===== src/rtl/g11620_pkg.sv =====
// Shared definitions for the G11620 configuration controller: register map,
// CTRL bit positions and FSM encodings.
package g11620_pkg;

  localparam logic [3:0] ADDR_CTRL   = 4'd0;
  localparam logic [3:0] ADDR_INTEG  = 4'd1;
  localparam logic [3:0] ADDR_CAP    = 4'd2;
  localparam logic [3:0] ADDR_GAP    = 4'd3;
  localparam logic [3:0] ADDR_STATUS = 4'd7;

  localparam int CTRL_START = 0;
  localparam int CTRL_SRST  = 1;
  localparam int CTRL_CONT  = 2;

  typedef enum logic [1:0] {
    R_IDLE = 2'd0,
    R_RUN  = 2'd1,
    R_GAP  = 2'd2
  } run_state_t;

  typedef enum logic {
    H_IDLE = 1'b0,
    H_ACK  = 1'b1
  } host_state_t;

  // Acquisition parameters that must not change under a running sensor.
  function automatic logic is_run_param(input logic [3:0] addr);
    return (addr == ADDR_INTEG) || (addr == ADDR_CAP) || (addr == ADDR_GAP);
  endfunction

  function automatic logic [31:0] pack_status(input logic [15:0] frame_cnt,
                                              input logic        timeout_flag,
                                              input logic        cont,
                                              input logic        busy);
    return {frame_cnt, 13'b0, timeout_flag, cont, busy};
  endfunction

endpackage


===== src/rtl/g11620_run_seq.sv =====
// Run sequencer: start/soft-reset pulse generation, continuous restart gap,
// completion timeout and frame counting.
module g11620_run_seq
  import g11620_pkg::*;
#(
  parameter logic [31:0] TIMEOUT = 32'd50_000_000
) (
  input  logic        clk,
  input  logic        rst_n,
  input  logic        start_req,
  input  logic        srst_req,
  input  logic        cont,
  input  logic [31:0] gap,
  input  logic        sen_done,
  input  logic        status_clr,
  output logic        sen_start,
  output logic        sen_soft_reset,
  output logic        busy,
  output logic [15:0] frame_cnt,
  output logic        timeout_flag
);

  run_state_t  state;
  run_state_t  state_next;
  logic [31:0] gap_cnt;
  logic [31:0] gap_next;
  logic [31:0] tmo_cnt;
  logic [31:0] tmo_next;
  logic        done_q;
  logic        done_rise;
  logic        start_next;
  logic        srst_next;
  logic        frame_inc;
  logic        tmo_set;

  assign done_rise = sen_done && !done_q;
  assign busy      = (state != R_IDLE);

  // A soft-reset write overrides everything; a done edge wins over a timeout
  // landing in the same cycle.
  always_comb begin
    state_next = state;
    gap_next   = gap_cnt;
    start_next = 1'b0;
    srst_next  = 1'b0;
    frame_inc  = 1'b0;
    tmo_set    = 1'b0;
    if (srst_req) begin
      state_next = R_IDLE;
      srst_next  = 1'b1;
    end else begin
      case (state)
        R_IDLE: begin
          if (start_req) begin
            state_next = R_RUN;
            start_next = 1'b1;
          end
        end
        R_RUN: begin
          if (done_rise) begin
            frame_inc = 1'b1;
            if (cont) begin
              gap_next   = gap;
              state_next = R_GAP;
            end else begin
              state_next = R_IDLE;
            end
          end else if (tmo_cnt == TIMEOUT - 32'd1) begin
            srst_next  = 1'b1;
            tmo_set    = 1'b1;
            state_next = R_IDLE;
          end
        end
        R_GAP: begin
          if (gap_cnt == 32'd0) begin
            if (cont) begin
              start_next = 1'b1;
              state_next = R_RUN;
            end else begin
              state_next = R_IDLE;
            end
          end else begin
            gap_next = gap_cnt - 32'd1;
          end
        end
        default: state_next = R_IDLE;
      endcase
    end
    tmo_next = ((state == R_RUN) && (state_next == R_RUN)) ? tmo_cnt + 32'd1 : 32'd0;
  end

  always_ff @(posedge clk) begin
    if (!rst_n) begin
      state          <= R_IDLE;
      gap_cnt        <= '0;
      tmo_cnt        <= '0;
      done_q         <= 1'b0;
      sen_start      <= 1'b0;
      sen_soft_reset <= 1'b0;
      frame_cnt      <= '0;
      timeout_flag   <= 1'b0;
    end else begin
      state          <= state_next;
      gap_cnt        <= gap_next;
      tmo_cnt        <= tmo_next;
      done_q         <= sen_done;
      sen_start      <= start_next;
      sen_soft_reset <= srst_next;
      if (frame_inc) begin
        frame_cnt <= frame_cnt + 16'd1;
      end
      if (tmo_set) begin
        timeout_flag <= 1'b1;
      end else if (status_clr) begin
        timeout_flag <= 1'b0;
      end
    end
  end

endmodule


===== src/rtl/g11620_cfg_ctrl.sv =====
// Configuration register file with host/sensor port arbitration; the sensor
// read port always wins and the host waits behind it.
module g11620_cfg_ctrl
  import g11620_pkg::*;
#(
  parameter int unsigned REG_NUM = 16,
  parameter logic [31:0] TIMEOUT = 32'd50_000_000
) (
  input  logic        clk,
  input  logic        rst_n,
  input  logic        host_req,
  input  logic        host_wr,
  input  logic [3:0]  host_addr,
  input  logic [31:0] host_wdata,
  output logic        host_ack,
  output logic [31:0] host_rdata,
  output logic        host_err,
  input  logic        sen_rd,
  input  logic [7:0]  sen_addr,
  output logic [31:0] sen_rdata,
  output logic        sen_start,
  output logic        sen_soft_reset,
  input  logic        sen_done,
  output logic        busy
);

  logic [31:0] regs [REG_NUM];
  host_state_t host_state;
  host_state_t host_next;
  logic        access;
  logic        reject;
  logic        do_write;
  logic        ctrl_wr;
  logic        start_req;
  logic        srst_req;
  logic        status_clr;
  logic        cont;
  logic        host_in_range;
  logic        sen_in_range;
  logic [15:0] frame_cnt;
  logic        timeout_flag;
  logic [31:0] status_word;
  logic [31:0] host_word;
  logic [31:0] sen_word;

  assign cont          = regs[ADDR_CTRL][CTRL_CONT];
  assign status_word   = pack_status(frame_cnt, timeout_flag, cont, busy);
  assign host_in_range = ({28'b0, host_addr} < REG_NUM);
  assign sen_in_range  = ({24'b0, sen_addr} < REG_NUM);

  always_comb begin
    host_next = host_state;
    access    = 1'b0;
    host_ack  = 1'b0;
    case (host_state)
      H_IDLE: begin
        if (host_req && !sen_rd) begin
          access    = 1'b1;
          host_next = H_ACK;
        end
      end
      H_ACK: begin
        host_ack  = 1'b1;
        host_next = H_IDLE;
      end
    endcase
  end

  // Only the cont bit of CTRL is stored; start and soft reset act as pulses.
  always_comb begin
    reject     = host_wr && ((host_addr == ADDR_STATUS) || (busy && is_run_param(host_addr)));
    do_write   = access && host_wr && !reject && host_in_range;
    ctrl_wr    = do_write && (host_addr == ADDR_CTRL);
    start_req  = ctrl_wr && host_wdata[CTRL_START] && !host_wdata[CTRL_SRST];
    srst_req   = ctrl_wr && host_wdata[CTRL_SRST];
    status_clr = access && !host_wr && (host_addr == ADDR_STATUS);
  end

  always_comb begin
    host_word = '0;
    if (host_in_range) begin
      host_word = (host_addr == ADDR_STATUS) ? status_word : regs[host_addr];
    end
    sen_word = '0;
    if (sen_in_range) begin
      sen_word = (sen_addr[3:0] == ADDR_STATUS) ? status_word : regs[sen_addr[3:0]];
    end
  end

  always_ff @(posedge clk) begin
    if (!rst_n) begin
      host_state <= H_IDLE;
      host_rdata <= '0;
      host_err   <= 1'b0;
      sen_rdata  <= '0;
      regs       <= '{default: '0};
    end else begin
      host_state <= host_next;
      host_err   <= access && reject;
      if (access && !host_wr) begin
        host_rdata <= host_word;
      end
      if (sen_rd) begin
        sen_rdata <= sen_word;
      end
      if (do_write) begin
        if (host_addr == ADDR_CTRL) begin
          regs[host_addr] <= {29'b0, host_wdata[CTRL_CONT], 2'b0};
        end else begin
          regs[host_addr] <= host_wdata;
        end
      end
    end
  end

  g11620_run_seq #(
    .TIMEOUT(TIMEOUT)
  ) u_run_seq (
    .clk           (clk),
    .rst_n         (rst_n),
    .start_req     (start_req),
    .srst_req      (srst_req),
    .cont          (cont),
    .gap           (regs[ADDR_GAP]),
    .sen_done      (sen_done),
    .status_clr    (status_clr),
    .sen_start     (sen_start),
    .sen_soft_reset(sen_soft_reset),
    .busy          (busy),
    .frame_cnt     (frame_cnt),
    .timeout_flag  (timeout_flag)
  );

endmodule


===== config.mk =====
export PLATFORM = sky130hd
export DESIGN_NAME = g11620_cfg_ctrl
export DESIGN_NICKNAME = d
export VERILOG_FILES = /design/src/rtl/g11620_pkg.sv /design/src/rtl/g11620_run_seq.sv /design/src/rtl/g11620_cfg_ctrl.sv
export SDC_FILE = /design/constraint.sdc
export NUM_CORES = 2
export LEC_CHECK = 0
export ABC_CLOCK_PERIOD_IN_PS = 3200
export BUFFER_PORTS_ARGS = -buffer_cell sky130_fd_sc_hd__buf_2
export CAP_MARGIN = 20
export CORE_MARGIN = 3
export CORE_UTILIZATION = 60
export CTS_CLUSTER_SIZE = 14
export DETAILED_ROUTE_END_ITERATION = 7
export HOLD_SLACK_MARGIN = 0.02
export PLACE_DENSITY_LB_ADDON = 0.08
export SLEW_MARGIN = 20
export SYNTH_ARGS = -nofsm -noshare
export SYNTH_HDL_FRONTEND = slang
export SYNTH_SLANG_ARGS = --single-unit

===== constraint.sdc =====
create_clock -name clk -period 3.2 [get_ports clk]
set_input_delay 0.32 -clock clk [delete_from_list [all_inputs] [get_ports clk]]
set_output_delay 0.32 -clock clk [all_outputs]
set_load 0.005 [all_outputs]

==> Word-level counts from Yosys, hierarchy flattened <==
Index checks and enable logic that the tools add are counted.
{ "totals": {"ff_bits": 664, "latchBits": 0, "ram_bits": 0, "rom_bits": 0, "inputBits": 50, "output_inout_bits": 69, "elab_cells": 128, "n_memories": 0} }
{ "classes": {"add_sub_neg": 3, "multipliers": 0, "n_div": 0, "n_lt_le_gt_ge": 4, "n_eq_ne": 12, "shift": 0, "mux": 44, "bitwise_logic": 5, "reduce_logical": 32} }
{ "op_table": {"columns": ["operator", "count"], "rows": [
  ["bitwise mux 512 bit", 2],
  ["two-way mux 512 bit", 1],
  ["two-way mux 32 bit", 11],
  ["binary-select mux 32 bit (select 4 bit)", 2],
  ["demux 32 bit (select 4 bit)", 1],
  ["case mux 32 bit (2 select lines)", 1],
  ["adder 32 x 1 -> 32 bit, second input constant", 1],
  ["== test 32 x 26 -> 1 bit, second input constant", 1],
  ["zero test 32 bit", 1],
  ["subtractor 32 x 1 -> 32 bit, second input constant", 1],
  ["two-way mux 1 bit", 17],
  ["adder 16 x 1 -> 16 bit, second input constant", 1],
  ["logical AND 1 bit", 15],
  ["two-way mux 2 bit", 6],
  ["greater-or-equal comparator 5 bit, second input constant", 2],
  ["NOT 4 -> 5 bit", 2],
  ["== test 4 x 2 -> 1 bit, second input constant", 2],
  ["== test 4 x 3 -> 1 bit, second input constant", 2],
  ["< comparator 8 x 5 -> 1 bit, second input constant", 1],
  ["case mux 2 bit (3 select lines)", 1],
  ["nonzero test 2 bit", 3],
  ["zero test 1 bit", 5],
  ["< comparator 5 x 1 -> 1 bit, second input constant", 1],
  ["AND reduction 5 bit", 1],
  ["12 further kinds", 19]
]} }

==> Depth between registers and ports, before layout <==
{ "depth": {"word_depth": 17, "ltp_mapped": 10, "depth_no_buf": 7} }

==> Modules after synthesis <==
From an unflattened synthesis, not the netlist that was laid out.
{ "unflattened": {"cells_unflattened": 3204, "area_unflattened_um2": 32175.9} }
{ "modules_own_cells": {"columns": ["mod", "n_inst", "cells_per_inst", "area_per_inst_um2", "seq_area_each_um2"], "rows": [
  ["g11620_cfg_ctrl", 1, 2606, 27098.5, 11190.7],
  ["g11620_run_seq", 1, 598, 5077.4, 1721.7]
]} }

==> Worst setup path before layout <==
No wires, ideal clock.
{ "synth_path": {"path_kind": "reg-to-reg", "start": "reg u_run_seq.gap_cnt[0]", "end": "reg u_run_seq.gap_cnt[30]", "setup_ps": 132, "arrival_time_ps": 2474, "required_ps": 3068, "path_slack_ps": 594, "path_stages_with_launch": 9, "path_buffers": 1, "period_less_slack_ps": 2606, "cell_sequence": "dfxtp_1 > inv_1 > ha_1 > or3b_1 > or4_4 > buf_6 > or4_4 > a211oi_2 > o32ai_1"} }
{ "synth_via": {"elab_chain_cells": 3, "elab_cells_between_ends": 6, "cone_classes": "1 x add/sub; 1 x eq/ne; 2 x mux; 2 x reduce/logical"} }
{ "synth_lines": {"columns": ["element", "line_no", "rtl"], "rows": [
  ["start: declaration", "g11620_run_seq.sv:25", "logic [31:0] gap_cnt;"],
  ["start signal: assignment", "g11620_run_seq.sv:104", "gap_cnt <= gap_next;"],
  ["subtractor 32 x 1 -> 32 bit or zero test 32 bit (tied branches)", "g11620_run_seq.sv:83, g11620_run_seq.sv:75", null],
  ["two-way mux 32 bit or inequality test 2 bit (tied branches)", null, null],
  ["case mux 32 bit (2 select lines) or AND reduction 5 bit (tied branches)", null, null]
]} }
Several ways; a longest one is shown, not always the timed one. The select of a mux whose other input is x is not followed.
A chain may end at the register's enable or synchronous reset.

==> Final worst setup path <==
{ "layout_path": {"start": "reg u_run_seq.gap_cnt[0]", "end": "reg u_run_seq.tmo_cnt[12]"} }
{ "layout_via": {"elab_chain_cells": 7} }
{ "layout_lines": {"columns": ["element", "line_no", "rtl"], "rows": [
  ["zero test 32 bit", "g11620_run_seq.sv:75", "if (gap_cnt == 32'd0) begin"],
  ["two-way mux 2 bit", "g11620_run_seq.sv:75", null],
  ["case mux 2 bit (3 select lines)", "g11620_run_seq.sv:52", "case (state)"],
  ["two-way mux 2 bit", "g11620_run_seq.sv:48", "if (srst_req) begin"],
  ["== test 2 x 1 -> 1 bit", "g11620_run_seq.sv:89", "tmo_next = ((state == R_RUN) && (state_next == R_RUN)) ? tmo_cnt + 32'd1 : 32'd0;"],
  ["logical AND 1 bit", "g11620_run_seq.sv:89", null],
  ["AND reduction 2 bit (no line)", null, null],
  ["end signal: assignment", "g11620_run_seq.sv:105", "tmo_cnt <= tmo_next;"],
  ["end: declaration", "g11620_run_seq.sv:27", "logic [31:0] tmo_cnt;"]
]} }
Every way passes these cells.

==> metrics.yaml <==
clocking:
  cts_sinks: 661
  cts_tree: "yes"
  holdBufCountCts: 24
  cts-resized-gates: 0
  cts_root_buf: "clkbuf_16"
  path_clk_slew_ps: 60
  post-cts-setup-buffers: 0
  htreeDepth: 3
  cts_made_buffers: 71
  clockBufferDepth: 3
  clock_latency_ps: 610
worst_hold_path:
  min_path_type: "input pin to register"
  whs_path_depth: 3
  hp-start: "host_wdata[29]"
die:
  die_w_um: 238
  ioPinCount: 119
  dieArea_um2: 56700
  start_util_pct: 61.1
  die_y_um: 238
  std_cell_rows: 84
  design.core.area_um2: 52900
sta:
  max_slew.worst_pin.slew_ps: 977
  max_freq_ghz: 0.341
  rsz0062_at_grt: "no"
  drv_slew: 0
  clock_skew_ps: 21.2
  setup_viol: 0
  hold_viol: 0
  period_share_pct: 91.7
  max_slew_margin_pct: 34.8
  timing.setup.tns_ps: 0
  fin_crit_ps: 2940
route:
  ant_nets: 0
  drt-initial-drc-count: 3529
  avgRoutedWirePerCell_um: 23.8
  wirelength_mm: 103
  dr_total_vias: 28200
  drcViolationCount: 0
  vias_per_cell: 6.53
  firstDrtPassIters: 6
pwr:
  powerDensity_nw_per_um2: 485
  power.leakage_nw: 13.0
  ir_drop_mv: 0.362
worst_setup_path:
  start_kind: "register"
  ff2ff_path_depth: 8
  r2r-start: "u_run_seq.gap_cnt[0]$_SDFFE_PN0P_"
  crit_type: "register to register"
  startpoint: "u_run_seq.gap_cnt[0]$_SDFFE_PN0P_"
  arrival_ps: 3440
  cp.required_ps: 3710
  crit_fanout: 33
  end_kind: "register"
grt:
  grt_overflow: 0
  grt_max_degree: 193
  grt_pass1_vias: 27500
  grt_pass1_wl_mm: 159
  grtUsageTotal_pct: 35.9
  antenna_found_initial: 7
outcome:
  status: "finished clean"
logic_synthesis:
  async_reset_ff_share_pct: 0
  syn-cell-area_um2: 32300
  avgSynthCellArea_um2: 9.13
  ys_seq_elements: 661
  yosys.cell_types.count: 67
  synth_ff_type: "dfxtp_1"
  synthesis.nets: 3591
  synth_edf_count: 0
  yosysWarnings: 0
  netlist_instances: 3538
  seq_area_frac_synth_pct: 41.0
placement:
  hpwl_mm: 66.1
  place.gp.congestion: 0.924
  port_buffers: 118
  placed_cells: 4167
cells_and_area:
  finalCoreUtilization_pct: 68.9
  drive_gt1_share_pct: 23.0
  synthToLayoutAreaGrowth_pct: 12.7
  final_common_cell: "dfxtp_1"
  layout_common_cells: "dfxtp_1 (661), nand2_1 (600), a21oi_1 (505)"
  layout.cells.non_filler: 4320
  final_nets: 3629
run:
  drv_cap: 0
[cell type report]
class,instances,area (um2)
Antenna cell,3,7.51
Clock buffer,111,2220
Clock inverter,15,139
Fill cell,4113,16400
Inverter,44,173
Multi-Input combinational cell,2528,17800
Sequential cell,661,13200
Tap cell,688,861
Timing Repair Buffer,270,2020
[critical path, stage by stage, from the launching register on]
cell     delay (ps)
dfxtp_1         330
inv_1            90
ha_1            200
or3b_1          450
or4_4           670
o31ai_2         520
a21oi_2          40
buf_4           250
nor3_1          250
[per-stage QoR]
stage	area, um2	total power [mW]	hold slack [ps]	setup WS [ps]
6_report	36400	17.7	55.9	265
5_1_grt	36400	18.1	36.1	152
4_1_cts	36400	17.7	24.6	298
3_5_place_dp	33800	9.49	438	325
3_3_place_gp	33800	9.47	433	390
2_1_floorplan	32300	9.07	424	594
[logic make-up after synthesis]
family | count (synthesis) | share of synthesized area (%)
xor+xnor | 41 | 1.11
flops | 661 | 41.0
fa+ha+maj | 3 | 0.116
mux | 348 | 21.2
compound gates | 768 | 13.3
buf+inv | 349 | 4.25
simple gates | 1368 | 19.1
[routing by layer]
metal,global-route usage [%],routed length [um],vias to the layer above
li1,-,-,12600
met1,47.5,40500,13800
met2,57.4,47600,1501
met3,8.96,10800,294
met4,14.1,3970,10
met5,0,66,-
[path summary, 6_finish.rpt]
| path | endpoint | slack, ps |
|---|---|---|
| worst min register to register | sen_rdata[19]$_SDFFE_PN0P_ | 450 |
| worst max register to register | u_run_seq.tmo_cnt[12]$_SDFF_PN0_ | 260 |
| worst max-delay path | u_run_seq.tmo_cnt[12]$_SDFF_PN0_ | 260 |
| worst min-delay path | regs[445]$_SDFFE_PN0P_ | 60 |
[cell usage after synthesis, types with 3 or more instances]
library cell / number / area [um2]
a211oi_1: 3 / 22.5
a21oi_1: 507 / 2540
a22oi_1: 20 / 150
a31o_2: 3 / 26.3
a31oi_1: 9 / 56.3
a32o_1: 14 / 140
and2_1: 71 / 444
and3_1: 12 / 75.1
and4_1: 7 / 61.3
buf_1: 24 / 90.1
buf_2: 29 / 145
buf_6: 3 / 33.8
clkbuf_1: 248 / 931
dfxtp_1: 661 / 13200
ha_1: 3 / 37.5
inv_1: 44 / 165
mux2_2: 54 / 608
mux2i_1: 31 / 310
mux4_2: 263 / 5920
nand2_1: 600 / 2250
nand2b_1: 9 / 56.3
nand3_1: 37 / 185
nand4_1: 23 / 144
nand4bb_1: 3 / 33.8
nor2_1: 353 / 1330
nor2b_1: 8 / 50.1
nor3_1: 51 / 255
nor3b_1: 5 / 37.5
nor4_1: 23 / 144
o211ai_1: 7 / 52.6
o21a_1: 3 / 22.5
o21ai_0: 125 / 626
o221ai_1: 20 / 175
o22a_1: 3 / 26.3
o311ai_0: 11 / 96.3
o31ai_1: 23 / 173
o32ai_1: 3 / 26.3
or2_2: 131 / 820
or3_1: 15 / 93.8
or4_1: 7 / 52.6
xnor2_1: 24 / 210
xor2_1: 17 / 149
[flip-flops by register name, summed over array words and instances (netlist names)]
register / cells
regs: 508
host_rdata: 32
sen_rdata: 32
u_run_seq.gap_cnt: 32
u_run_seq.tmo_cnt: 32
u_run_seq.frame_cnt: 16
u_run_seq.state: 2
cont: 1
host_err: 1
host_state: 1
u_run_seq.done_q: 1
u_run_seq.sen_soft_reset: 1
u_run_seq.sen_start: 1
u_run_seq.timeout_flag: 1
[power breakdown]
group	internal [mW]	switching (mW)	total, mW
combinational	0.350	0.718	1.07
sequential	8.26	0.0255	8.29
clock	4.93	3.39	8.32
Note: power is estimated with default switching activity, not from simulation.
